[src/rtl/pwm_fade_ctrl.sv]
// pwm_fade_ctrl: four-channel LED breathing sequencer.
// A tick divider paces a shared brightness level through
// RAMP_UP -> HOLD -> RAMP_DOWN. In sync mode every masked channel
// shows the level. In chase mode one channel at a time shows it,
// and the channel advances after each fade-out.
module pwm_fade_ctrl #(
  parameter int unsigned CLK_DIV    = 100000,
  parameter int unsigned STEP       = 1,
  parameter int unsigned MAX_DUTY   = 255,
  parameter int unsigned HOLD_TICKS = 16
) (
  input  logic        clk,
  input  logic        rst,
  input  logic        start,
  input  logic        stop,
  input  logic        mode,
  input  logic [3:0]  ch_mask,
  output logic [3:0]  en,
  output logic [31:0] duty_cycle,
  output logic        busy,
  output logic        cycle_done
);

  localparam int unsigned DIV_W  = (CLK_DIV > 1) ? $clog2(CLK_DIV) : 1;
  localparam int unsigned HOLD_W = (HOLD_TICKS > 1) ? $clog2(HOLD_TICKS) : 1;
  localparam logic [DIV_W-1:0]  DIV_LAST  = DIV_W'(CLK_DIV - 1);
  localparam logic [HOLD_W-1:0] HOLD_LAST = HOLD_W'(HOLD_TICKS - 1);
  localparam logic [7:0]        STEP8     = 8'(STEP);
  localparam logic [7:0]        MAX8      = 8'(MAX_DUTY);

  typedef enum logic [1:0] {IDLE, RAMP_UP, HOLD, RAMP_DOWN} state_t;

  state_t            r_state, w_state_nxt;
  logic [DIV_W-1:0]  r_div;
  logic [HOLD_W-1:0] r_hold;
  logic [7:0]        r_level;
  logic              r_stop_pend;
  logic              r_mode;
  logic [3:0]        r_mask;
  logic [1:0]        r_ch;
  logic              r_cycle_done;

  logic              w_tick;
  logic              w_start_ok;
  logic              w_stop_any;
  logic [8:0]        w_up_sum;
  logic [7:0]        w_up_lvl;
  logic [7:0]        w_dn_lvl;
  logic              w_busy;
  logic [3:0]        w_en;

  // Lowest set bit of a channel mask.
  function automatic logic [1:0] f_first_ch(input logic [3:0] m);
    logic [1:0] r;
    r = 2'd0;
    for (int unsigned k = 0; k < 4; k++) begin
      if (m[3-k]) r = 2'(3 - k);
    end
    return r;
  endfunction

  // Next higher set bit after cur, wrapping; falls back to cur itself.
  // Scanned from the farthest offset down so the nearest hit wins.
  function automatic logic [1:0] f_next_ch(input logic [3:0] m, input logic [1:0] cur);
    logic [1:0] r;
    logic [1:0] idx;
    r = cur;
    for (int unsigned k = 3; k >= 1; k--) begin
      idx = cur + 2'(k);
      if (m[idx]) r = idx;
    end
    return r;
  endfunction

  // Shared combinational helpers: tick, start qualification, next levels.
  always_comb begin
    w_tick     = (r_state != IDLE) && (r_div == DIV_LAST);
    w_start_ok = start && !stop && (ch_mask != '0);
    w_up_sum   = {1'b0, r_level} + {1'b0, STEP8};
    w_up_lvl   = (w_up_sum >= {1'b0, MAX8}) ? MAX8 : w_up_sum[7:0];
    w_dn_lvl   = (r_level > STEP8) ? (r_level - STEP8) : '0;
    w_stop_any = r_stop_pend || stop;
  end

  // State register.
  always_ff @(posedge clk) begin
    if (rst) r_state <= IDLE;
    else     r_state <= w_state_nxt;
  end

  // Next-state logic; stop overrides a coincident tick in RAMP_UP/HOLD.
  always_comb begin
    w_state_nxt = r_state;
    case (r_state)
      IDLE:      if (w_start_ok) w_state_nxt = RAMP_UP;
      RAMP_UP: begin
        if (stop)                            w_state_nxt = RAMP_DOWN;
        else if (w_tick && (w_up_lvl == MAX8)) w_state_nxt = HOLD;
      end
      HOLD: begin
        if (stop)                                 w_state_nxt = RAMP_DOWN;
        else if (w_tick && (r_hold == HOLD_LAST)) w_state_nxt = RAMP_DOWN;
      end
      RAMP_DOWN: begin
        if (w_tick && (w_dn_lvl == '0)) w_state_nxt = w_stop_any ? IDLE : RAMP_UP;
      end
      default:   w_state_nxt = IDLE;
    endcase
  end

  // Datapath: divider, level, hold counter, stop flag, latched config.
  // Any stop outside IDLE marks the sequence as ending, so a fade forced
  // from RAMP_UP/HOLD also terminates in IDLE.
  always_ff @(posedge clk) begin
    if (rst) begin
      r_div        <= '0;
      r_hold       <= '0;
      r_level      <= '0;
      r_stop_pend  <= 1'b0;
      r_mode       <= 1'b0;
      r_mask       <= '0;
      r_ch         <= '0;
      r_cycle_done <= 1'b0;
    end else begin
      r_cycle_done <= 1'b0;
      if (r_state == IDLE) begin
        r_div <= '0;
        if (w_start_ok) begin
          r_mask      <= ch_mask;
          r_mode      <= mode;
          r_ch        <= f_first_ch(ch_mask);
          r_level     <= '0;
          r_hold      <= '0;
          r_stop_pend <= 1'b0;
        end
      end else begin
        r_div <= w_tick ? '0 : r_div + DIV_W'(1);
        if (stop) r_stop_pend <= 1'b1;
        case (r_state)
          RAMP_UP: begin
            if (!stop && w_tick) begin
              r_level <= w_up_lvl;
              if (w_up_lvl == MAX8) r_hold <= '0;
            end
          end
          HOLD: begin
            if (!stop && w_tick && (r_hold != HOLD_LAST)) r_hold <= r_hold + HOLD_W'(1);
          end
          RAMP_DOWN: begin
            if (w_tick) begin
              r_level <= w_dn_lvl;
              if (w_dn_lvl == '0) begin
                r_cycle_done <= 1'b1;
                if (w_stop_any)  r_stop_pend <= 1'b0;
                else if (r_mode) r_ch <= f_next_ch(r_mask, r_ch);
              end
            end
          end
          default: ;
        endcase
      end
    end
  end

  // Outputs decoded from state and datapath registers.
  always_comb begin
    w_busy = (r_state != IDLE);
    w_en   = '0;
    if (w_busy) w_en = r_mode ? (4'b0001 << r_ch) : r_mask;
    busy       = w_busy;
    en         = w_en;
    cycle_done = r_cycle_done;
    duty_cycle = '0;
    for (int unsigned n = 0; n < 4; n++) begin
      if (w_en[n]) duty_cycle[8*n +: 8] = r_level;
    end
  end

endmodule

[config.mk]
export PLATFORM = sky130hd
export DESIGN_NAME = pwm_fade_ctrl
export DESIGN_NICKNAME = d
export VERILOG_FILES = /design/src/rtl/pwm_fade_ctrl.sv
export SDC_FILE = /design/constraint.sdc
export NUM_CORES = 1
export LEC_CHECK = 0
export BUFFER_PORTS_ARGS = -buffer_cell sky130_fd_sc_hd__buf_2
export CORE_MARGIN = 10
export CORE_UTILIZATION = 45
export CTS_CLUSTER_SIZE = 20
export DETAILED_ROUTE_END_ITERATION = 10
export PLACE_DENSITY = 0.68
export SETUP_SLACK_MARGIN = 0.05
export SLEW_MARGIN = 5
export SYNTH_ARGS = -nofsm -noshare
export SYNTH_HDL_FRONTEND = slang
export SYNTH_SLANG_ARGS = --single-unit
[constraint.sdc]
create_clock -name clk -period 2.2 [get_ports clk]
set_clock_uncertainty 0.05 [all_clocks]
set_input_delay 0.11 -clock clk [delete_from_list [all_inputs] [get_ports clk]]
set_output_delay 0.11 -clock clk [all_outputs]
set_load 0.02 [all_outputs]
# Yosys cells after proc, flatten, opt, wreduce, memory -nomap -nowiden
# Cells that the tools add are included.
# word_totals
word_cells,123
inputBits,9
output_inout_bits,38
ff_bits,40
# classes
shifts,1
eq_ne,16
reduce_logical,28
n_addsub,7
n_lt_le_gt_ge,5
bitwise,2
mux,55
# op_table
op,count
two-way mux 8 bit,10
two-way mux 2 bit,20
two-way mux 4 bit,7
"!= test 3 bit, second input constant",6
"adder 17 x 1 -> 17 bit, second input constant",1
"equality test 17 bit, second input constant",1
case mux 8 bit (2 select lines),1
two-way mux 1 bit,12
nonzero test 2 bit,5
"adder 8 x 1 -> 9 bit, second input constant",1
"greater-or-equal comparator 9 x 8 -> 1 bit, second input constant",1
"less-than comparator 2 x 3 -> 1 bit, second input constant",3
"equality test 8 bit, second input constant",1
"> comparator 8 x 1 -> 1 bit, second input constant",1
logical AND 1 bit,8
logical NOT 8 bit,1
case mux 2 bit (4 select lines),1
case mux 4 bit (2 select lines),1
AND reduction 4 bit,2
nonzero test 4 bit,2
"subtractor 8 x 1 -> 8 bit, second input constant",1
AND reduction 7 bit,1
binary-select mux 1 bit (select 2 bit),3
nonzero test 3 bit,2
other kinds (18),22

# Depth between registers and ports, before layout
# Gate-level depths: netlist of run 1.
# logic_depth
depth_word,12
ltp_mapped,10
depth_no_buf,9

# Worst setup path after synthesis of run 1
# Ideal clock, no wire load.
# synth_timing
path_kind,flip-flop to flip-flop
from,register r_level[0]
to,register r_state[0]
t_required_ns,2.028
setup_ns,0.122
arrival_time_ns,2.293
path_buffers,0
stages_incl_launch_ff,9
slack_ns,-0.265
synth_period_minus_slack_ns,2.465
cell_sequence,dfxtp_1 > inv_1 > ha_1 > or3b_1 > nor4_1 > nor4_2 > o311ai_0 > o21ai_0 > o311a_1
# synth_between
elab_chain_len,7
elab_cells_between_ends,13
classes_between,add/sub (2); order compare (2); eq/ne (3); mux (2); reduce/logical (4)
# synth_rtl
element,line,text
"start, declared",36,logic [7:0] r_level;
"start signal, assigned",142,r_level <= w_up_lvl;
"start signal, assigned",151,r_level <= w_dn_lvl;
adder 8 x 1 -> 9 bit,79,"w_up_sum = {1'b0, r_level} + {1'b0, STEP8};"
greater-or-equal comparator 9 x 8 -> 1 bit,80,"w_up_lvl = (w_up_sum >= {1'b0, MAX8}) ? MAX8 : w_up_sum[7:0];"
two-way mux 8 bit,80,
equality test 8 bit,98,else if (w_tick && (w_up_lvl == MAX8)) w_state_nxt = HOLD;
logical AND 1 bit,98,
!= test 3 bit (no source line),n/a,
AND reduction 4 bit (no source line) *,n/a,
"end signal, assigned",88,else r_state <= w_state_nxt;
"end, declared",33,"state_t r_state, w_state_nxt;"
# Mark *: on every way between the ends. The rest lies on a longest branch, timed or not.
# A chain may end at the register's enable or synchronous reset.

# Worst setup path in the final report of run 1
# layout_timing
from,register r_level[0]
to,register r_state[1]
# The elaborated chain is that of the path after synthesis.

==> results.md, run 1 <==
* Hold Path End: r_mask[3]$_SDFFE_PP0P_
* Global-route wire length before repair at between 10000 and 15000 µm
* RePlAce Congestion at ~0.95
* Post-layout net count at ~500
* Peak VDD IR at around 0.43 mV
* Reg-to-Reg End: r_state[1]$_SDFFE_PP0P_
* Netlist Area Pre-Place at between 2000 and 3000 µm²
* Mean Syn Cell Area at 7.61 µm²
* Min Tclk post-route at 2.33 ns
* Final antenna-violating net count at 0
* DIE WIDTH at slightly above 100 µm
* Outcome: finished, violations left
* Final-report hold violation count at 0
* P_sw at roughly 450 µW
* # port buffers at 46
* Initial detailed-routing violation count at ~170
* Drt via density at approximately 5.7
* # DRC at 0
* Hold depth at 3
* Rel. slew slack at between 60% and 70%
* Post-synth EDFFs at 0
* Share of layout cells above drive strength 1 at 35.7%
* GRT Util Overall at between 10% and 20%
* Crit path cell chain: inv_4, ha_4, or3b_4, o31a_1, nor4_2, buf_4, buf_12, o311ai_4, o211ai_1, o41ai_1
* Vias in the first global route at 3002
* DR vias at roughly 3200
* Final Slew Violations at 0
* Worst path max stage delay at 0.39 ns
* R2R cell count at 10
* Crit path max fanout at 4
* Post-synthesis net count at roughly 400
* Worst Hold Class: in2reg
* Fmax at roughly 430 MHz
* Root buf cell: clkbuf_8
* CP Launch Type: register
* Final WS setup at -0.130 ns
* Largest area contributor in the netlist: dfxtp_1
* Initial antenna violation count at 0
* # rows at 29
* Final design utilization at a little under two thirds
* Routed WL at a little under 9000 µm
* Min-delay src: ch_mask[3]
* Die Footprint at around 10000 µm²
* Final setup viols at 9
* Slowest stage cell, crit path: or3b_4
* Clock latency on the worst-skew pair at roughly 0.3 ns
* Worst path top cell family by delay: compound AO/OA/AOI/OAI gates
* Fin crit share at 106%
* Asr flop ratio synth at 0%
* First-pass detailed-route iteration total at 5
* ANT cells at 0
* Synth unique cells at between 60 and 70
* Max_cap viols at 0
* Critical path required time at roughly 2.3 ns
* CTS buffer count at 5
* Overflow after GRT at 0
* #FFs+latches synth at 40
* Hold WS at 0.0358 ns
* Place WS at -0.104 ns
* Initial Utilization at 46.5%
* Worst Setup End Kind: register
* Area growth from synthesis to layout at 36.6%
* Worst-Margin Slew at ~0.57 ns
* TritonCTS clock tree: done
* Violated checks: setup timing
* Core box area at between 6000 and 7000 µm²
* PD cells at around 380 nW/µm²
* Sequential area share after synthesis at a little over a quarter
* # clock sinks at 40
* Pint at 1.09 mW
* CP Data Arrival Time at about 2.5 ns
* Die H at ~100 µm
* Clock Power Share at 34.5%
* Worst-case clock buffer depth at 2
* Hpwl dp at approximately 6500 µm
* Area contributors post-synth: dfxtp_1 27%, nor2_1 6.0%, ha_1 5.9%, o21ai_0 4.4%, and2_1 4.2%
* Ports at 47
* Top FF cell, synth: dfxtp_1
* Part of the power in registers at approximately half
* Reg clk slew, reported paths at ~0.080 ns
* Gate power share at between 10% and 20%
* Cell count after synthesis at between 300 and 400
* Leakage Power at 1.65 nW
* WS Path Type: reg2reg
* Yosys warns at 0
* Worst R2R Setup Slack at -0.13 ns
* Sw Ratio at between 20% and 30%
* H-tree depth at 2
* Largest net degree at the start of global routing at 24
* Crit path buffers/inverters at 3
* Synth top area share at 27.1%
* RR Startpoint: r_level[0]$_SDFFE_PP0P_
* Wire length per cell at 15.5 µm
* RSZ-0062 raised after global routing: yes
## worst max path at each step
| stage | startpoint | end | slack, ns | cells after the start |
|---|---|---|---|---|
| after detailed placement | r_level[1]$_SDFFE_PP0P_ | r_ch[0]$_SDFFE_PP0P_ | -0.10 | 10 |
| after CTS | r_level[0]$_SDFFE_PP0P_ | r_ch[0]$_SDFFE_PP0P_ | -0.10 | 10 |
| final | r_level[0]$_SDFFE_PP0P_ | r_state[1]$_SDFFE_PP0P_ | -0.13 | 10 |
| after global placement | r_level[1]$_SDFFE_PP0P_ | r_ch[0]$_SDFFE_PP0P_ | -0.11 | 11 |
| after global routing | r_level[0]$_SDFFE_PP0P_ | r_state[1]$_SDFFE_PP0P_ | -0.21 | 10 |
| after floorplan | r_level[2]$_SDFFE_PP0P_ | r_level[6]$_SDFFE_PP0P_ | 0.04 | 9 |
## cell families (layout without fill, tap and decap cells)
logic type / after synthesis / count (layout) / share of synthesized area (%)
fa+ha+maj: 14 / 14 / 5.93
mux: 10 / 10 / 3.47
compound gates: 86 / 86 / 19.3
xor+xnor: 16 / 16 / 4.74
simple gates: 187 / 187 / 34.6
buf+inv: 35 / 135 / 4.83
flops: 40 / 40 / 27.1
## tightest hold or removal path, cell delays in order
cell	delay (ns)
buf_2	0.12
nand2_1	0.06
a21oi_1	0.05
## stage by stage
step,instances,power (mW),cell area (µm²),setup TNS (ns)
detailed placement,546,0.999,3650,-0.515
global route,565,1.60,4040,-1.95
global placement,546,0.993,3650,-0.227
floorplan,388,0.917,3000,0
CTS,561,1.54,3900,-0.340
finish,565,1.54,4040,-0.535
## flip-flops by register name, indices dropped and copies added (netlist names)
name and flops:
r_mode 1, r_stop_pend 1, r_hold 4, r_mask 4
r_level 8, r_state 2, r_ch 2, cycle_done 1
r_div 17
## cell type report
cell class	count	area, µm²
timing repair buffer	112	748
inverter	15	61.3
fill	541	2310
tap	77	96.3
multi-input combinational	313	2210
sequential	40	818
clock buffer	6	82.6
clock inverter	2	15.0
## power groups by stage
stage	Clock (mW)	Sequential [mW]	Combinational (mW)
4_1_cts	0.541	0.751	0.243
5_1_grt	0.564	0.751	0.287
2_1_floorplan	0	0.764	0.153
3_5_place_dp	0	0.770	0.229
6_report	0.530	0.749	0.259
3_3_place_gp	0	0.769	0.224
## cell usage after synthesis, drive strengths merged (3+ instances only)
master / instances
or3b: 3
nand2: 28
nor2b: 4
nor4: 7
inv: 15
or4: 5
mux2i: 8
ha: 14
clkbuf: 17
and3: 5
nand4: 5
a21oi: 19
nor2: 47
nor4b: 3
o22ai: 4
or3: 5
nand3b: 3
buf: 3
o31ai: 4
o211ai: 4
dfxtp: 40
and2: 20
xor2: 9
nand3: 14
nor3: 22
xnor2: 7
nand2b: 7
o21ai: 27
o31a: 3
## per-layer routing
| metal | up-vias | track usage (%) | routed length, µm |
|---|---|---|---|
| li1 | 1597 | - | - |
| met1 | 1509 | 20.8 | 3850 |
| met2 | 86 | 28.5 | 4340 |
| met3 | 15 | 3.02 | 423 |
| met4 | 0 | 4.29 | 159 |
| met5 | - | 0 | 0 |
## layout by cell type, fill, tap and decap left out, types with 3 or more instances in the layout
cell | Yosys | routed
dfxtp_1 | 40 | 34
o22ai_1 | 4 | 3
nor2b_1 | 4 | 3
nand3_1 | 13 | 13
o21ai_1 | 1 | 6
a21oi_2 | 0 | 3
inv_1 | 15 | 13
buf_2 | 0 | 46
o31a_1 | 3 | 3
buf_4 | 1 | 62
and3_4 | 0 | 3
clkbuf_8 | 0 | 6
nor2_1 | 47 | 41
nand3b_1 | 3 | 3
xor2_1 | 9 | 9
o211ai_1 | 4 | 4
or4_4 | 0 | 3
and2_1 | 20 | 20
a21oi_1 | 19 | 16
o21ai_0 | 26 | 19
dfxtp_4 | 0 | 4
xnor2_1 | 7 | 7
nand2b_1 | 7 | 7
or3_1 | 5 | 5
o31ai_1 | 4 | 4
nand2_1 | 28 | 28
ha_1 | 14 | 10
mux2i_1 | 8 | 6
nor3_1 | 22 | 21
nor2_4 | 0 | 4
nor4_2 | 2 | 4
nand4_1 | 5 | 5
## repair_timing
action                                 in CTS  in global routing
gates resized for setup                    26                 29
setup buffers                               6                  4
endpoints found under the hold margin       1                  0
hold buffers                                1                  0
setup endpoints to repair                  37                 38
pin swaps                                   9                 13
No activity file was read; power rests on OpenSTA's default activity.
==> run 2, diff against run 1 <==
--- a/config.mk
+++ b/config.mk
@@ -7,10 +7,10 @@
 export LEC_CHECK = 0
 export BUFFER_PORTS_ARGS = -buffer_cell sky130_fd_sc_hd__buf_2
 export CORE_MARGIN = 10
-export CORE_UTILIZATION = 45
+export CORE_UTILIZATION = 52
 export CTS_CLUSTER_SIZE = 20
 export DETAILED_ROUTE_END_ITERATION = 10
-export PLACE_DENSITY = 0.68
+export PLACE_DENSITY = 0.77
 export SETUP_SLACK_MARGIN = 0.05
 export SLEW_MARGIN = 5
 export SYNTH_ARGS = -nofsm -noshare
==> results.md, run 2 (synthesis gave the netlist of run 1 again) <==
* Commonest cells after routing, fill and taps aside: 56 x buf_4, 47 x buf_2, 46 x nor2_1
* Final setup viols at 6
* PD cells at 418 nW/µm²
* H-tree depth at 2
* RePlAce Congestion at about 0.98
* Die Footprint at about 9000 µm²
* Worst Hold Class: in2reg
* Vias in the first global route at 3025
* Worst path top cell family by delay: simple AND/OR/NAND/NOR gates
* Routed WL at around 8900 µm
* CTS buffer count at 5
* Fmax at 431 MHz
* Violated checks: setup timing
* Global-route wire length before repair at roughly 14000 µm
* Largest reg by FF count: r_div
* GRT Util Overall at a little under a fifth
* DIE WIDTH at around 95 µm
* Drt via density at around 6
* Peak VDD IR at around 0.47 mV
* Leakage Power at 1.64 nW
* Final-report hold violation count at 0
* Max_cap viols at 0
* Overflow after GRT at 0
* ANT cells at 0
* Reg clk slew, reported paths at around 0.08 ns
* Final Slew Violations at 0
* # port buffers at 46
* Outcome: finished, violations left
* Ports at 47
* Worst Setup End Kind: register
* Post-Layout Cell Count at 553
* Largest register FFs at 17
* Overall power at around 1.7 mW
* Initial detailed-routing violation count at ~210
* Largest net degree at the start of global routing at 24
* Initial antenna violation count at 0
* Fin area at 4010 µm²
* Wire length on met2 at 4340 µm
* Min Tclk post-route at 2.32 ns
* Final WS setup at -0.122 ns
* Worst path max stage delay at between 0.5 and 0.6 ns
* Rel. slew slack at between 60% and 70%
* Root buf cell: clkbuf_8
* Final design utilization at between 70% and 80%
* Placed Instance Area at 3590 µm²
* Met3 WL at about 730 µm
* Fill cells at around 420
* CP Data Arrival Time at 2.46 ns
* Clock latency on the worst-skew pair at 0.30 ns
* RSZ-0062 raised after global routing: yes
* Sequential Area at 820 µm²
* Placed insts at 533
* Share of layout cells above drive strength 1 at between 30% and 40%
* # clock sinks at 40
* Crit path cell chain: ha_4, and3_4, nand4_1, or4_4, a21oi_2, a32o_2, nand2_2, a32o_1
* Area growth from synthesis to layout at 35.6%
* Wire length per cell at 16.0 µm
* # rows at 27
* Final antenna-violating net count at 0
* Fin crit share at 106%
* Area of the multi-input gates at 2230 µm²
* Post-layout net count at 503
* Crit path max fanout at 8
* Regs by FF count: r_div x17, r_level x8
* First-pass detailed-route iteration total at 5
* TritonCTS clock tree: done
* Core box area at around 5500 µm²
* Max Used Layer: met4
* Crit path buffers/inverters at 0
* Hpwl dp at between 6000 and 7000 µm
* CP Launch Type: register
* # DRC at 0
* Initial Utilization at about 54%
* Critical path required time at roughly 2.3 ns
* Die H at about 95 µm
* DR vias at ~3300
* DRT met1 WL at between 3000 and 4000 µm
* Worst-case clock buffer depth at 2
* Commonest non-fill, non-tap cell in the layout: buf_4
* Slowest stage cell, crit path: or4_4
* WS Path Type: reg2reg
* Worst-Margin Slew at 0.519 ns
==> run 2: worst paths after layout <==
check                                start                       end  slack [ns]  depth (start not counted)
hold / removal                  ch_mask[2]    r_mask[2]$_SDFFE_PP0P_        0.04                          3
hold reg to reg   r_stop_pend$_SDFFE_PP0N_  r_stop_pend$_SDFFE_PP0N_        0.42                          2
setup / recovery       r_div[1]$_SDFF_PP0_    r_hold[3]$_SDFFE_PP0P_       -0.12                          8
setup reg to reg       r_div[1]$_SDFF_PP0_    r_hold[3]$_SDFFE_PP0P_       -0.12                          8
==> run 2: layout make-up <==
cell class | count | share of cell area [%]
Sequential cell | 40 | 20.5
Tap cell | 72 | 2.25
Clock inverter | 1 | 0.750
Inverter | 15 | 1.53
Clock buffer | 7 | 2.40
Multi-Input combinational cell | 313 | 55.7
Timing Repair Buffer | 105 | 16.9
==> run 2: worst register-to-register path, cell delays in order (launching register included) <==
cell and delay, ns:
dfxtp_2 0.36, ha_4 0.14, and3_4 0.18, nand4_1 0.18, or4_4 0.59, a21oi_2 0.16
a32o_2 0.23, nand2_2 0.07, a32o_1 0.26
==> run 2: metrics by stage <==
step	setup slack, ns	hold WS, ns	setup TNS [ns]
2_1_floorplan	0.0405	0.196	0
3_3_place_gp	-0.0407	0.310	-0.149
3_5_place_dp	-0.147	0.314	-1.04
4_1_cts	-0.0393	0.0303	-0.105
5_1_grt	-0.207	0.0432	-1.29
6_report	-0.122	0.0422	-0.292
==> run 2: repair_timing <==
| item | CTS | global route |
|---|---|---|
| setup buffers | 7 | 3 |
| endpoints found under the setup margin | 16 | 37 |
| hold buffers | 1 | 0 |
| endpoints found under the hold margin | 1 | 0 |
| gates cloned | 0 | 1 |
| pin swaps | 8 | 17 |
| gates resized for setup | 21 | 35 |
==> run 2: where the power goes <==
part / total, mW / switching (mW) / leakage [nW] / internal [mW]
sequential: 0.755 / 0.0204 / 0.329 / 0.735
clock: 0.671 / 0.270 / 0.0645 / 0.401
combinational: 0.248 / 0.146 / 1.25 / 0.101
==> run 2: routing by layer <==
layer | GRT usage (%) | vias to the layer above
met5 | 0 | -
met4 | 7.62 | 0
met3 | 4.08 | 24
met2 | 33.0 | 116
met1 | 21.7 | 1537
li1 | - | 1588
==> run 3, diff against run 2 <==
--- a/config.mk
+++ b/config.mk
@@ -5,6 +5,7 @@
 export SDC_FILE = /design/constraint.sdc
 export NUM_CORES = 1
 export LEC_CHECK = 0
+export ABC_AREA = 1
 export BUFFER_PORTS_ARGS = -buffer_cell sky130_fd_sc_hd__buf_2
 export CORE_MARGIN = 10
 export CORE_UTILIZATION = 52
==> results.md, run 3 <==
* Worst-case clock buffer depth at 2
* Routed WL at 8310 µm
* Top-count cell post-synth: nor2_1
* CP Data Arrival Time at 2.19 ns
* Clock Power Share at roughly 15%
* Vias in the first global route at a little over 3000
* Final design utilization at 64.0%
* Cell count after synthesis at 481
* Critical path required time at 2.35 ns
* Max_cap viols at 0
* Worst path max stage delay at approximately 0.36 ns
* Final antenna-violating net count at 0
* CP most frequent cell: nand2_1
* Initial detailed-routing violation count at between 200 and 250
* Initial antenna violation count at 0
* Commonest cells after routing, fill and taps aside: 96 x nor2_1, 84 x nand2_1, 51 x inv_1
* RSZ-0062 raised after global routing: yes
* CTS buffer count at 5
* CTS Hold Bufs at 0
* Final Slew Violations at 0
* Die H at between 90 and 100 µm
* Wire length per cell at ~14 µm
* Worst path top cell family by delay: simple AND/OR/NAND/NOR gates
* Crit path max fanout at 9
* # DRC at 0
* Post-synth EDFFs at 0
* Ports at 47
* Die Footprint at 9400 µm²
* Yosys warns at 0
* Largest net degree at the start of global routing at 16
* Initial Utilization at a little over half
* Crit path cell chain: ha_1, nand2_1, nor2_4, nand3_2, nor2_4, buf_4, nand2_1, o211ai_2, nand2_2, nand2_1, a21oi_1
* Wire length on met2 at around 4000 µm
* Worst Setup End Kind: register
* Area contributors post-synth: dfxtp_1 26%, nor2_1 12%, nand2_1 10%, inv_1 6.7%, a21oi_1 6.5%
* Fmax at roughly 500 MHz
* Area growth from synthesis to layout at 17.1%
* Sequential area share after synthesis at between 20% and 30%
* Clock latency on the worst-skew pair at ~0.30 ns
* RePlAce Congestion at just under 1
* # clock sinks at 40
* Final-report hold violation count at 0
* Largest reg by FF count: r_div
* Overall power at ~3.4 mW
* Hpwl dp at 6370 µm
* Outcome: completed
* PD cells at 946 nW/µm²
* Mean Syn Cell Area at 6.40 µm²
* Largest area contributor in the netlist: dfxtp_1
* Leakage Power at about 1.6 nW
* # port buffers at 46
* Worst Hold Class: in2reg
* Sw Ratio at about 50%
* WS Path Type: reg2reg
* Asr flop ratio synth at 0%
* GRT Util Overall at between 15 and 20%
* Post-synthesis net count at ~500
* Place WS at around 0.068 ns
* Drt via density at about 5.5
* DR vias at 3356
* Part of the power in registers at between 20% and 30%
* First-pass detailed-route iteration total at 5
* Top FF cell, synth: dfxtp_1
* Final WS setup at about 0.16 ns
* Min Tclk post-route at slightly above 2 ns
* P_sw at 1.68 mW
* Hold WS at around 0.044 ns
* Met3 WL at ~670 µm
* H-tree depth at 2
* Pint at around 1.7 mW
* Synth unique cells at 42
* #FFs+latches synth at 40
* Crit path buffers/inverters at 1
* DIE WIDTH at about 97 µm
* CP Launch Type: register
* Rel. slew slack at between 60% and 70%
* Netlist Area Pre-Place at approximately 3100 µm²
* Commonest cells in the netlist: 97 x nor2_1, 85 x nand2_1, 55 x inv_1, 40 x a21oi_1, 40 x dfxtp_1
* Core box area at between 5000 and 6000 µm²
* Root buf cell: clkbuf_8
* Regs by FF count: r_div x17, r_level x8
* Global-route wire length before repair at between 10000 and 15000 µm
* Gate power share at between 50% and 60%
* TritonCTS clock tree: done
* Slowest stage cell, crit path: dfxtp_2
* # rows at 27
* Synth top area share at 26.0%
* Largest register FFs at 17
* Worst-Margin Slew at slightly above 0.5 ns
* Peak VDD IR at 0.496 mV
* Commonest non-fill, non-tap cell in the layout: nor2_1
* Post-layout net count at between 500 and 600
* Final setup viols at 0
* Share of layout cells above drive strength 1 at approximately 25%
* Overflow after GRT at 0
* Max Used Layer: met4
* ANT cells at 0
* Fin crit share at approximately 90%
* Reg clk slew, reported paths at about 0.09 ns
* DRT met1 WL at approximately 3500 µm
[run 3: cell types whose count changed after synthesis, sizes merged, moves of 20 or more]
cell   previous run  this run
and2             20         0
inv              15        59
nand2            28        93
nand3            14        41
nor2             47       108
a21oi            19        42
[run 3: routing by layer]
layer  global-route usage, %  up-vias
li1                        -     1684
met1                    20.2     1519
met2                    28.2      136
met5                       0        -
met4                    5.64        0
met3                    4.12       17
[run 3: worst register-to-register path, cell delays in order, from the launching register on]
cell and delay, ns:
dfxtp_2 0.36, ha_1 0.17, nand2_1 0.10, nor2_4 0.18, nand3_2 0.12, nor2_4 0.21
buf_4 0.14, nand2_1 0.05, o211ai_2 0.21, nand2_2 0.18, nand2_1 0.11, a21oi_1 0.07
[run 3: worst paths after layout]
check	startpoint	end	slack, ns	cells after the start
setup / recovery	r_div[0]$_SDFF_PP0_	r_level[7]$_SDFFE_PP0P_	0.16	11
setup reg to reg	r_div[0]$_SDFF_PP0_	r_level[7]$_SDFFE_PP0P_	0.16	11
hold / removal	mode	r_mode$_SDFFE_PP0P_	0.04	3
hold reg to reg	r_div[0]$_SDFF_PP0_	r_div[0]$_SDFF_PP0_	0.38	1
[run 3: per-stage QoR]
| step | instances | cell area [µm²] | TNS, ns |
|---|---|---|---|
| floorplan | 481 | 3080 | -0.688 |
| global placement | 597 | 3390 | 0 |
| detailed placement | 597 | 3390 | 0 |
| CTS | 605 | 3480 | 0 |
| global route | 611 | 3610 | 0 |
| finish | 611 | 3610 | 0 |
[run 3: cells by family after synthesis]
kind of cell,Yosys count,synth area share [%]
compound gates,70,13.4
xor+xnor,4,1.14
buf+inv,72,10.1
flops,40,26.0
simple gates,281,43.7
fa+ha+maj,14,5.69
[run 3: area by class of cell]
type | count | area [µm²]
Sequential cell | 40 | 806
Tap cell | 72 | 90.1
Inverter | 60 | 226
Clock buffer | 5 | 68.8
Multi-Input combinational cell | 371 | 2060
Timing Repair Buffer | 60 | 335
Fill cell | 527 | 2030
Clock inverter | 3 | 23.8
[run 3: power by group through the flow]
stage	Sequential, mW	Combinational, mW	Clock, mW
6_report	0.916	1.98	0.514
5_1_grt	0.929	2.21	0.540
4_1_cts	0.910	1.79	0.521
3_5_place_dp	0.925	1.78	0
3_3_place_gp	0.921	1.75	0
2_1_floorplan	0.896	1.36	0
[run 3: repair_timing]
item                                    4_1_cts  5_1_grt
setup buffers                                 0        4
endpoints found under the setup margin        3       42
gates cloned                                  0        2
pin swaps                                     0        4
resized for setup                             1       24
